===== config.mk =====
export PLATFORM = sky130hd
export DESIGN_NAME = entry_beat_serializer
export DESIGN_NICKNAME = d
export VERILOG_FILES = /design/src/rtl/entry_beat_serializer_pkg.sv /design/src/rtl/entry_beat_serializer.sv
export SDC_FILE = /design/constraint.sdc
export NUM_CORES = 1
export LEC_CHECK = 0
export ABC_AREA = 0
export ABC_CLOCK_PERIOD_IN_PS = 1400
export CAP_MARGIN = 20
export CORE_ASPECT_RATIO = 0.9
export CORE_UTILIZATION = 44
export DETAILED_ROUTE_END_ITERATION = 7
export GPL_TIMING_DRIVEN = 0
export HOLD_SLACK_MARGIN = 0.15
export PLACE_DENSITY = 0.83
export SLEW_MARGIN = 20
export SYNTH_ARGS = -nofsm -noshare
export SYNTH_HDL_FRONTEND = slang
export SYNTH_SLANG_ARGS = --single-unit

===== constraint.sdc =====
create_clock -name clk_in -period 1.4 [get_ports clk_in]
set_input_delay 0.14 -clock clk_in [delete_from_list [all_inputs] [get_ports clk_in]]
set_output_delay 0.14 -clock clk_in [all_outputs]
set_load 0.02 [all_outputs]

===== src/rtl/entry_beat_serializer_pkg.sv =====
// Shared definitions for entry_beat_serializer.
// Contents:
//   - BYTE_LEN_IN_BITS : byte width used across the queueing blocks.
//   - state_e          : serializer FSM encoding (IDLE = 0, SEND = 1).
package entry_beat_serializer_pkg;

  localparam int unsigned BYTE_LEN_IN_BITS = 8;

  typedef enum logic {
    IDLE = 1'b0,
    SEND = 1'b1
  } state_e;

endpackage


===== src/rtl/entry_beat_serializer.sv =====
// Pops one wide entry from an upstream queue and emits it as a run of narrower
// beats under a valid/ack handshake. The upstream pop happens at capture, so
// the queue slot frees while the beats drain.
// Ports:
//   clk_in            clock
//   reset_n_in        asynchronous active-low reset
//   request_in        upstream entry
//   request_valid_in  upstream entry valid
//   issue_ack_out     upstream pop (combinational, single cycle per entry)
//   beat_out          current beat (registered)
//   beat_valid_out    beat valid (registered)
//   beat_last_out     final beat of the entry (registered)
//   beat_ack_in       downstream accepts the current beat
//   busy_out          an entry is held (SEND state)
module entry_beat_serializer
  import entry_beat_serializer_pkg::*;
#(
  parameter int unsigned SINGLE_ENTRY_WIDTH_IN_BITS = 64,
  parameter int unsigned BEAT_WIDTH_IN_BITS         = 16,
  parameter int unsigned NUM_BEATS                  = SINGLE_ENTRY_WIDTH_IN_BITS / BEAT_WIDTH_IN_BITS,
  parameter int unsigned BEAT_CNT_WIDTH_IN_BITS     = $clog2(NUM_BEATS),
  parameter string       MSB_FIRST                  = "No"
) (
  input  logic                                  clk_in,
  input  logic                                  reset_n_in,
  input  logic [SINGLE_ENTRY_WIDTH_IN_BITS-1:0] request_in,
  input  logic                                  request_valid_in,
  output logic                                  issue_ack_out,
  output logic [BEAT_WIDTH_IN_BITS-1:0]         beat_out,
  output logic                                  beat_valid_out,
  output logic                                  beat_last_out,
  input  logic                                  beat_ack_in,
  output logic                                  busy_out
);

  if (((SINGLE_ENTRY_WIDTH_IN_BITS % BEAT_WIDTH_IN_BITS) != 0) || (NUM_BEATS < 2)) begin : g_param_check
    $error("entry_beat_serializer: entry width must be a multiple of beat width with at least 2 beats");
  end

  localparam bit MSB_SEL = (MSB_FIRST == "Yes");
  localparam logic [BEAT_CNT_WIDTH_IN_BITS-1:0] LAST_CNT = BEAT_CNT_WIDTH_IN_BITS'(NUM_BEATS - 1);

  state_e                                  state_q, state_d;
  logic [SINGLE_ENTRY_WIDTH_IN_BITS-1:0]   shreg_q, shreg_d;
  logic [BEAT_CNT_WIDTH_IN_BITS-1:0]       cnt_q, cnt_d;
  logic                                    beat_valid_q, beat_valid_d;
  logic                                    beat_last_q, beat_last_d;

  logic xfer;
  logic load;

  assign xfer = beat_valid_q & beat_ack_in;

  // Load in IDLE, or on the last-beat transfer so consecutive entries run with
  // no bubble. Gated by reset so no pop escapes while the block is held.
  assign load = reset_n_in & request_valid_in &
                ((state_q == IDLE) | ((state_q == SEND) & beat_last_q & beat_ack_in));

  always_comb begin
    state_d      = state_q;
    shreg_d      = shreg_q;
    cnt_d        = cnt_q;
    beat_valid_d = beat_valid_q;
    beat_last_d  = beat_last_q;
    if (load) begin
      state_d      = SEND;
      shreg_d      = request_in;
      cnt_d        = '0;
      beat_valid_d = 1'b1;
      beat_last_d  = 1'b0;
    end else if (xfer) begin
      // Vacated slices are zero-filled, so the register drains to zero.
      shreg_d = MSB_SEL ? (shreg_q << BEAT_WIDTH_IN_BITS) : (shreg_q >> BEAT_WIDTH_IN_BITS);
      if (beat_last_q) begin
        state_d      = IDLE;
        beat_valid_d = 1'b0;
        beat_last_d  = 1'b0;
      end else begin
        cnt_d       = cnt_q + BEAT_CNT_WIDTH_IN_BITS'(1);
        beat_last_d = ((cnt_q + BEAT_CNT_WIDTH_IN_BITS'(1)) == LAST_CNT);
      end
    end
  end

  always_ff @(posedge clk_in or negedge reset_n_in) begin
    if (!reset_n_in) begin
      state_q      <= IDLE;
      shreg_q      <= '0;
      cnt_q        <= '0;
      beat_valid_q <= 1'b0;
      beat_last_q  <= 1'b0;
    end else begin
      state_q      <= state_d;
      shreg_q      <= shreg_d;
      cnt_q        <= cnt_d;
      beat_valid_q <= beat_valid_d;
      beat_last_q  <= beat_last_d;
    end
  end

  assign issue_ack_out  = load;
  assign beat_out       = MSB_SEL ? shreg_q[SINGLE_ENTRY_WIDTH_IN_BITS-1 -: BEAT_WIDTH_IN_BITS]
                                  : shreg_q[BEAT_WIDTH_IN_BITS-1:0];
  assign beat_valid_out = beat_valid_q;
  assign beat_last_out  = beat_last_q;
  assign busy_out       = (state_q == SEND);

endmodule


# Word-level counts from Yosys, hierarchy flattened
# Cells that the tools add are included.
totals:
  regBits: 68
  inputBits: 68
classes:
  n_mux: 11
  bitwise: 7
  n_eq_ne: 2
  n_addsub: 1
  n_reduce_logical: 4
op_table:
  columns: ["cell", "count"]
  rows:
  - ["$mux 64", 2]
  - ["$mux 1", 6]
  - ["$mux 2", 3]
  - ["$and 1x1->1", 5]
  - ["$reduce_and 2->1", 2]
  - ["$reduce_bool 2->1", 2]
  - ["$add 2x1->2 const B", 1]
  - ["$eq 2x2->1 const B", 1]
  - ["$ne 2x2->1 const B", 1]
  - ["$not 1->1", 1]
  - ["$or 1x1->1", 1]

# Depth between registers and ports, before layout
# Gate-level depths: netlist (run 1).
logic_depth:
  word_depth: 6
  mapped_depth: 6
  depth_no_buf: 5

# Worst setup path before layout (run 1)
# Ideal clock, no wire load.
synth_path:
  path_kind: "reg2reg"
  from: "reg beat_valid_q, in the netlist beat_valid_out"
  to: "reg shreg_q[54]"
  stages_incl_launch_ff: 6
  setup_time_ps: 121
  path_buffers: 2
  t_arrival_ps: 1393
  path_slack_ps: -114
  period_less_slack_ps: 1514
  required_ps: 1279
  cell_sequence: "dfrtp_1 nand3b_1 and2_1 clkbuf_2 buf_2 a22o_1"
synth_via:
  elab_chain_len: 5
  elab_cells_between_ends: 8
synth_lines:
  columns: ["element", "line", "rtl"]
  rows:
  - ["from (decl)", "entry_beat_serializer.sv:46", "logic beat_valid_q, beat_valid_d;"]
  - ["from (signal assigned)", "entry_beat_serializer.sv:96", "beat_valid_q <= beat_valid_d;"]
  - ["$and 1x1->1 (2 in series)", null, null]
  - ["$or 1x1->1", null, null]
  - ["$and 1x1->1", null, null]
  - ["$mux 64 or $reduce_bool 2->1 (tied branches)", null, null]
  - ["to (signal assigned)", "entry_beat_serializer.sv:94", "shreg_q <= shreg_d;"]
  - ["to (decl)", "entry_beat_serializer.sv:44", "logic [SINGLE_ENTRY_WIDTH_IN_BITS-1:0] shreg_q, shreg_d;"]
# Several ways; a longest one is shown, not always the timed one.
# A chain may end at the register's enable or synchronous reset.

# Worst setup path after layout (run 1)
layout_path:
  from: "reg beat_valid_q, in the netlist beat_valid_out"
  to: "reg shreg_q[22]"
# Same word-level chain as after synthesis.

==> reports/metrics.cfg, run 1 <==
[status]
status = finished with violations
failed_checks = negative setup slack

[synthesis]
synth_warnings = 0
ys_seq_area_share_pct = 50.5
yosys.area.top_type = dfrtp_1
async_reset_ff_share_pct = 100
synth_simple_gate_area_share_pct = 1.78
synth_top_family_by_area = compound AO/OA/AOI/OAI gates
synth_ff_type = dfrtp_1
synthesis.nets = 375
synth_top_cell_area_share_pct = 50.5
synth_common_cells = 68 x dfrtp_1, 48 x a2bb2oi_1, 48 x a32oi_1, 31 x o21ai_0, 22 x clkbuf_1
synth.mux.area_fraction_pct = 0.334
synth_cells = 306
netlist_area_um2 = 3370
postSynthAreaPerCell_um2 = 11.0
synthAdderAreaFrac_pct = 0.371
synth-edff-count = 0
synthXorXnorAreaFrac_pct = 0
synth_compound_area_share_pct = 37.8
synth_area_leaders = dfrtp_1 50%, a2bb2oi_1 12%, a32oi_1 12%
synth.distinct_cells = 23
ys_seq_elements = 68
yosysMostFrequentCell = dfrtp_1

[die]
die-area_um2 = 8020
rows = 29
start_util_pct = 46.7
die_w_um = 94.3
core_area_um2 = 7220
io_pins = 88
fp.dieH_um = 85.0

[timing]
worst-slew-pin-transition_ps = 909
hold_ws_ps = 248
period_share_pct = 113
setup_ws_ps = -187
finalMaxSlewViolations = 0
relSlewSlack_pct = 39.4
fmax_mhz = 630
final_hold_viol_count = 0
finalSetupViolCount = 59
fin_skew_ps = 17.3
min_period_ps = 1590
rsz0062_at_grt = true

[setup_path]
cp.required_ps = 1640
cp_cell_sequence = nand3b_1, buf_6, clkbuf_16, a32oi_1, a2bb2oi_1
slowest_delay_ps = 450
crit_slowest_cell = dfrtp_2
critical_path_class = flip-flop to flip-flop
critPathCaptureType = flip-flop
crit_path_max_fanout = 6
cp_data_arrival_time_ps = 1820
start_kind = flip-flop

[global_routing]
grt_pass1_vias = 3423
grt_pass1_wl_um = 17700
grt_max_degree = 31
grt_use_total_pct = 29.3
grt_overflow = 0
antenna_found_initial = 0

[finish]
n_fill_cell = 404
drive_gt1_share_pct = 39.4
layout.cells.non_filler = 529
final_core_util_pct = 77.6
num-nets-final = 500
antennaDiodeCount = 0
syn_to_final_growth_pct = 66.3
fin_area_um2 = 5610

[clock_network]
cts_tree = done
cts-htree-levels = 3
worstSkewPairLatency_ps = 370
ctsRootBufferMaster = clkbuf_8
clock_sinks = 68
numCtsBuffers = 9
ctsLongestPathBuffers = 2
clkSlewWorstSetupHoldPaths_ps = 80

[pwr]
powerDensity_nw_per_um2 = 2140
total_power_mw = 12.0
total_leakage_power_nw = 2.27
peakVddDrop_mv = 0.970

[placement]
dp_hpwl_um = 6760
dpl_cell_area_um2 = 4410
portBuffers = 87
dp_cells = 487
gp_congestion = 0.924

[routing]
wirelength_um = 12900
first_iter_violations = 231
drc = 0
vias_per_cell = 6.74
routedWlPerCell_um = 24.3
detail-route-antenna-nets = 0
vias = 3563
drtPass1Iterations = 5

[flow_run]
maxCapViolations = 0

[hold_path]
hold_path.class = input pin to asynchronous set/reset pin

-- sequential cells by signal (all words and copies together) (netlist names) --
| signal | cells |
|---|---|
| shreg_q | 64 |
| beat_last_out | 1 |
| cnt_q | 2 |
| beat_valid_out | 1 |
-- stage by stage --
step	setup TNS (ps)	setup slack, ps
final	-4000	-187
after CTS	-201	-117
after floorplan	-139	-13.9
after detailed placement	-36400	-1160
after global routing	-5830	-193
after global placement	-346130	-3570
-- cell families after synthesis --
group / after synthesis
flip-flops: 68
buffers and inverters: 58
adder cells (fa/ha/maj): 1
multiplexers: 1
AO/OA/AOI/OAI: 167
AND/OR/NAND/NOR: 11
-- critical path: cells and delay by family, from the launching register on --
family | cells | cell delay, ps
compound gates | 2 | 370
buf+inv | 2 | 360
flops | 1 | 450
simple gates | 1 | 270
-- report_power, final --
group / switching, mW / leakage [nW] / internal (mW)
registers: 0.776 / 0.816 / 2.83
clock network: 0.765 / 0.104 / 0.973
logic: 3.17 / 1.35 / 3.46
-- repair_timing --
action                                 4_1_cts  5_1_grt
setup buffers                               14        5
pin swaps                                   17       37
cloned                                       5        2
setup endpoints to repair                   76       69
endpoints found under the hold margin       68        0
resized for setup                          118       87
hold buffers                                 4        0
-- layout make-up --
class                      count  area (um^2)  area share, %
buffer                        52          474           8.46
clock buffer                  15          176           3.15
multi-input combinational    180         1840           32.9
tap                           93          116           2.08
inverter                       2         7.51          0.134
sequential                    68         1700           30.4
timing repair buffer         118         1250           22.4
clock inverter                 1         30.0          0.536
-- cell usage in the layout, fill, tap and decap left out, types with 2 or more instances in the layout --
cell,n
dfrtp_1,66
clkdlybuf4s50_1,65
buf_4,31
a32oi_2,29
a2bb2oi_2,28
o21ai_0,26
buf_6,21
a2bb2oi_1,20
a32oi_1,18
a22o_1,18
dlygate4sd2_1,17
o21ai_1,16
clkbuf_8,12
buf_8,10
o21ai_2,8
clkbuf_1,7
clkbuf_2,7
buf_12,5
clkbuf_4,3
nand2_2,2
inv_1,2
dfrtp_2,2
clkbuf_16,2
-- path summary, 6_finish.rpt --
kind	slack, ps	start	endpoint	depth (start not counted)
hold / removal	250	reset_n_in	beat_valid_out	4
max in group asynchronous	510	reset_n_in	shreg_q[60]	5
hold reg to reg	510	shreg_q[56]	shreg_q[56]	1
min in group clk_in	340	beat_ack_in	beat_last_out	3
setup / recovery	-190	beat_valid_out	shreg_q[22]	5
setup reg to reg	-190	beat_valid_out	shreg_q[22]	5
-- routing by layer --
metal	up-vias	part of all wire, %	global-route usage [%]
li1	1468	-	-
met1	1768	38	40.0
met2	278	49	45.7
met3	49	9.6	7.26
met4	0	3.4	9.93
met5	-	0	0
Power figures use the tool's default switching activity.
==> run 2: changes to the inputs <==
--- a/config.mk
+++ b/config.mk
@@ -8,12 +8,11 @@
 export ABC_AREA = 0
 export ABC_CLOCK_PERIOD_IN_PS = 1400
 export CAP_MARGIN = 20
-export CORE_ASPECT_RATIO = 0.9
-export CORE_UTILIZATION = 44
+export CORE_UTILIZATION = 40
 export DETAILED_ROUTE_END_ITERATION = 7
 export GPL_TIMING_DRIVEN = 0
 export HOLD_SLACK_MARGIN = 0.15
-export PLACE_DENSITY = 0.83
+export PLACE_DENSITY = 0.77
 export SLEW_MARGIN = 20
 export SYNTH_ARGS = -nofsm -noshare
 export SYNTH_HDL_FRONTEND = slang
==> run 2 against run 1 <==
Compared with the run above: the run still ends with negative setup slack left; routed wire length fell by 2.7%; highest routed layer unchanged; clock power rose by 7%; largest cell class unchanged; non-clock buffer count fell by 6; critical endpoint is now shreg_q[35]; cell count rose by 1.1%.
==> reports/metrics.cfg, run 2 (synthesis gave the netlist of run 1 again) <==
[finish]
regMostFlops = shreg_q
antennaDiodeCount = 0
final_core_util_pct = 66.3
fin_area_um2 = 5420
largest_reg_flops = 64
n_fill_cell = 561
layout_commonest_cell = dfrtp_1
layout_common_cells = 66 x dfrtp_1, 65 x clkdlybuf4s50_1, 32 x a2bb2oi_1
num-nets-final = 494
reg_top3 = shreg_q x64, cnt_q x2
drive_gt1_share_pct = 34.2
syn_to_final_growth_pct = 60.8

[routing]
first_iter_violations = 336
vias = 3477
vias_per_cell = 6.50
wirelength_um = 12500
drc = 0
detail-route-antenna-nets = 0
routedWlPerCell_um = 23.4
drtPass1Iterations = 6

[clock_network]
cts-htree-levels = 3
ctsLongestPathBuffers = 2
clock_sinks = 68
ctsRootBufferMaster = clkbuf_8
clkSlewWorstSetupHoldPaths_ps = 80
cts_tree = done
worstSkewPairLatency_ps = 350
numCtsBuffers = 9

[die]
io_pins = 88
rows = 33
fp.dieH_um = 93.8
start_util_pct = 41.2
die-area_um2 = 8800
core_area_um2 = 8180
die_w_um = 93.8

[global_routing]
grt_max_degree = 38
grt_overflow = 0
grt_pass1_vias = 3236
grt_use_total_pct = 24.9
antenna_found_initial = 0
grt_pass1_wl_um = 16300

[timing]
hold_ws_ps = 379
rsz0062_at_grt = true
relSlewSlack_pct = 68.2
fin_skew_ps = 7.23
final_hold_viol_count = 0
finalSetupViolCount = 52
worst-slew-pin-transition_ps = 478
setup_ws_ps = -259
min_period_ps = 1660
period_share_pct = 118
finalMaxSlewViolations = 0
fmax_mhz = 603

[status]
failed_checks = negative setup slack
status = finished with violations

[setup_path]
r2r_start = beat_valid_out
startpoint = request_valid_in
start_kind = input pin
crit_path_max_fanout = 10
critical_path_class = input pin to flip-flop
cp.required_ps = 1670
cp_data_arrival_time_ps = 1930
critPathCaptureType = flip-flop
rrSetupSlack_ps = -200

[hold_path]
hold_path.class = input pin to asynchronous set/reset pin

[placement]
pre_cts_ws_ps = -1000
dp_hpwl_um = 6860
gp_congestion = 0.843
portBuffers = 87
dpl_cell_area_um2 = 4420

[flow_run]
maxCapViolations = 0

[pwr]
peakVddDrop_mv = 1.12
total_power_mw = 11.5
total_leakage_power_nw = 2.19
powerDensity_nw_per_um2 = 2120

run 2: routing by layer:
metal | global-route usage [%] | wire length (um) | vias to the layer above | part of all wire, %
met2 | 39.2 | 5920 | 268 | 47
met3 | 5.99 | 1180 | 60 | 9.4
met5 | 0 | 0 | - | 0
met1 | 32.2 | 4840 | 1690 | 39
li1 | - | - | 1459 | -
met4 | 12.2 | 591 | 0 | 4.7
run 2: timing repair:
action                     in CTS  in global routing
gates resized for setup        84                 93
buffers inserted                9                  7
gates cloned                    4                  1
setup endpoints to repair      72                 67
pin swaps                      37                 34
hold endpoints to repair       68                 68
run 2: final timing paths:
check	to	depth (start not counted)
setup reg to reg	shreg_q[26]	6
hold reg to reg	shreg_q[61]	1
hold / removal	shreg_q[11]	3
max in group asynchronous	shreg_q[54]	4
setup / recovery	shreg_q[35]	7
min in group clk_in	shreg_q[58]	2
run 2: area by class of cell:
class | instances | area [um^2] | area share [%]
multi-input combinational | 180 | 1730 | 32.0
sequential | 68 | 1700 | 31.4
timing repair buffer | 110 | 1150 | 21.2
buffer | 54 | 468 | 8.63
clock buffer | 10 | 138 | 2.54
tap | 105 | 131 | 2.42
clock inverter | 6 | 87.6 | 1.62
inverter | 2 | 7.51 | 0.139
run 2: metrics by stage:
stage          setup TNS, ps  instances
2_1_floorplan           -139        306
3_3_place_gp         -344000        498
3_5_place_dp          -25580        499
4_1_cts                -2640        527
5_1_grt                -9450        535
6_report               -6730        535
run 2: report_power, final:
group | internal (mW) | switching [mW] | leakage, nW
Combinational | 3.14 | 2.99 | 1.26
Clock | 1.05 | 0.808 | 0.116
Sequential | 2.83 | 0.678 | 0.816
run 2: critical path, stage by stage:
cell and delay (ps):
clkdlybuf4s50_1 590, and2_1 170, clkbuf_1 190, buf_4 250, buf_4 240, a32oi_2 150, a2bb2oi_1 190
==> run 3: changes to the inputs <==
--- a/config.mk
+++ b/config.mk
@@ -8,7 +8,9 @@
 export ABC_AREA = 0
 export ABC_CLOCK_PERIOD_IN_PS = 1400
 export CAP_MARGIN = 20
+export CORE_ASPECT_RATIO = 2
 export CORE_UTILIZATION = 40
+export CTS_CLUSTER_SIZE = 8
 export DETAILED_ROUTE_END_ITERATION = 7
 export GPL_TIMING_DRIVEN = 0
 export HOLD_SLACK_MARGIN = 0.15
==> run 3 against run 2 <==
Compared with the run above: the run ends with negative hold slack, negative setup slack left; sequential share of layout area increased by 0.79 points; flip-flop and latch count unchanged; setup slack improved by 140 ps; final area decreased by 2.4%; register-to-register slack improved by 80 ps; fmax increased by 9.3%; core utilization decreased by 2.1 points; first-iteration DRC count decreased by 17%; die area increased by 0.26%; global-route usage increased by 1.2 points; clock skew decreased by 1.7 ps; power decreased by 0.36%; largest cell class is now flip-flops and latches; largest power group unchanged.
==> reports/metrics.cfg, run 3 (synthesis gave the netlist of run 1 again) <==
[status]
status = finished with violations
failed_checks = negative hold slack, negative setup slack

[setup_path]
crit_path_max_fanout = 10
cp.required_ps = 1640
start_kind = flip-flop
critical_path_class = flip-flop to flip-flop
cp_data_arrival_time_ps = 1760
critPathCaptureType = flip-flop

[routing]
wirelength_um = 11600
first_iter_violations = 278
drtPass1Iterations = 5
routedWlPerCell_um = 22.0
detail-route-antenna-nets = 0
vias = 3273
drc = 0
vias_per_cell = 6.25

[pwr]
powerDensity_nw_per_um2 = 2170
total_power_mw = 11.5
peakVddDrop_mv = 1.27
total_leakage_power_nw = 2.18

[die]
die_w_um = 66.9
core_area_um2 = 8230
start_util_pct = 40.9
rows = 47
io_pins = 88
fp.dieH_um = 132
die-area_um2 = 8820

[global_routing]
grt_max_degree = 39
grt_pass1_vias = 3324
grt_overflow = 0
antenna_found_initial = 0
grt_use_total_pct = 26.1
grt_pass1_wl_um = 17000

[timing]
setup_tns_ps = -3150
finalMaxSlewViolations = 0
rsz0062_at_grt = true
hold_ws_ps = -247
min_period_ps = 1520
fin_skew_ps = 5.50
fmax_mhz = 659
period_share_pct = 108
final_hold_viol_count = 30
relSlewSlack_pct = 71.0
setup_ws_ps = -118
worst-slew-pin-transition_ps = 436
finalSetupViolCount = 52

[placement]
portBuffers = 87
dp_hpwl_um = 7450
pre_cts_ws_ps = -1010
gp_congestion = 0.908

[finish]
syn_to_final_growth_pct = 56.9
layout_commonest_cell = dfrtp_1
regMostFlops = shreg_q
num-nets-final = 490
antennaDiodeCount = 0
reg_top3 = shreg_q x64, cnt_q x2
largest_reg_flops = 64
seq_area_um2 = 1700
multiInputGateArea_um2 = 1610
layout_common_cells = 66 x dfrtp_1, 64 x clkdlybuf4s50_1, 35 x buf_4, 35 x a2bb2oi_1, 31 x a32oi_1
drive_gt1_share_pct = 30.0
n_fill_cell = 632

[clock_network]
cts-htree-levels = 3
worstSkewPairLatency_ps = 330
ctsRootBufferMaster = clkbuf_16
ctsLongestPathBuffers = 2
cts_tree = done
clkSlewWorstSetupHoldPaths_ps = 60
clock_sinks = 68
numCtsBuffers = 9

[hold_path]
hold_path.class = input pin to asynchronous set/reset pin

[flow_run]
maxCapViolations = 0

[run 3: worst paths after layout]
kind	to	slack [ps]	depth (start not counted)	startpoint
setup reg to reg	shreg_q[25]	-120	5	beat_valid_out
hold / removal	shreg_q[33]	-250	1	reset_n_in
hold reg to reg	shreg_q[58]	490	1	shreg_q[58]
max in group asynchronous	shreg_q[4]	1100	2	reset_n_in
min in group clk_in	beat_last_out	350	3	beat_ack_in
setup / recovery	shreg_q[25]	-120	5	beat_valid_out
[run 3: stage by stage]
step                instances  util [%]  area (um^2)
finish                    524      64.2         5290
global route              524      64.2         5290
CTS                       519      60.5         4980
detailed placement        492      53.6         4410
global placement          491      53.4         4400
floorplan                 306         -         3400
[run 3: critical path, cell delays in order, from the launching register on]
cell	delay, ps
dfrtp_2	430
nand2_1	220
buf_4	240
clkbuf_4	240
a32oi_1	80
a2bb2oi_1	210
[run 3: cell type report]
| cell class | count | share of cell area [%] |
|---|---|---|
| Buffer | 54 | 8.52 |
| Timing Repair Buffer | 106 | 20.4 |
| Tap cell | 98 | 2.32 |
| Clock buffer | 11 | 4.78 |
| Sequential cell | 68 | 32.2 |
| Inverter | 2 | 0.142 |
| Clock inverter | 5 | 1.11 |
| Multi-Input combinational cell | 180 | 30.5 |
[run 3: power by group]
group          switching (mW)  internal (mW)
sequential              0.703           2.84
clock                   0.878           1.48
combinational            2.70           2.86
total                    4.28           7.18
[run 3: routing by layer]
| metal | wire length (um) | vias to the layer above | track usage [%] |
|---|---|---|---|
| met2 | 6060 | 161 | 42.5 |
| met3 | 540 | 49 | 4.67 |
| met4 | 805 | 0 | 19.7 |
| met5 | 0 | - | 0 |
| met1 | 4150 | 1624 | 29.1 |
| li1 | - | 1439 | - |
[run 3: repair_timing]
item / 4_1_cts / 5_1_grt
endpoints found under the setup margin: 72 / 62
buffers inserted: 9 / 4
pin swaps: 32 / 33
gates cloned: 3 / 2
endpoints found under the hold margin: 68 / 30
gates resized for setup: 91 / 55
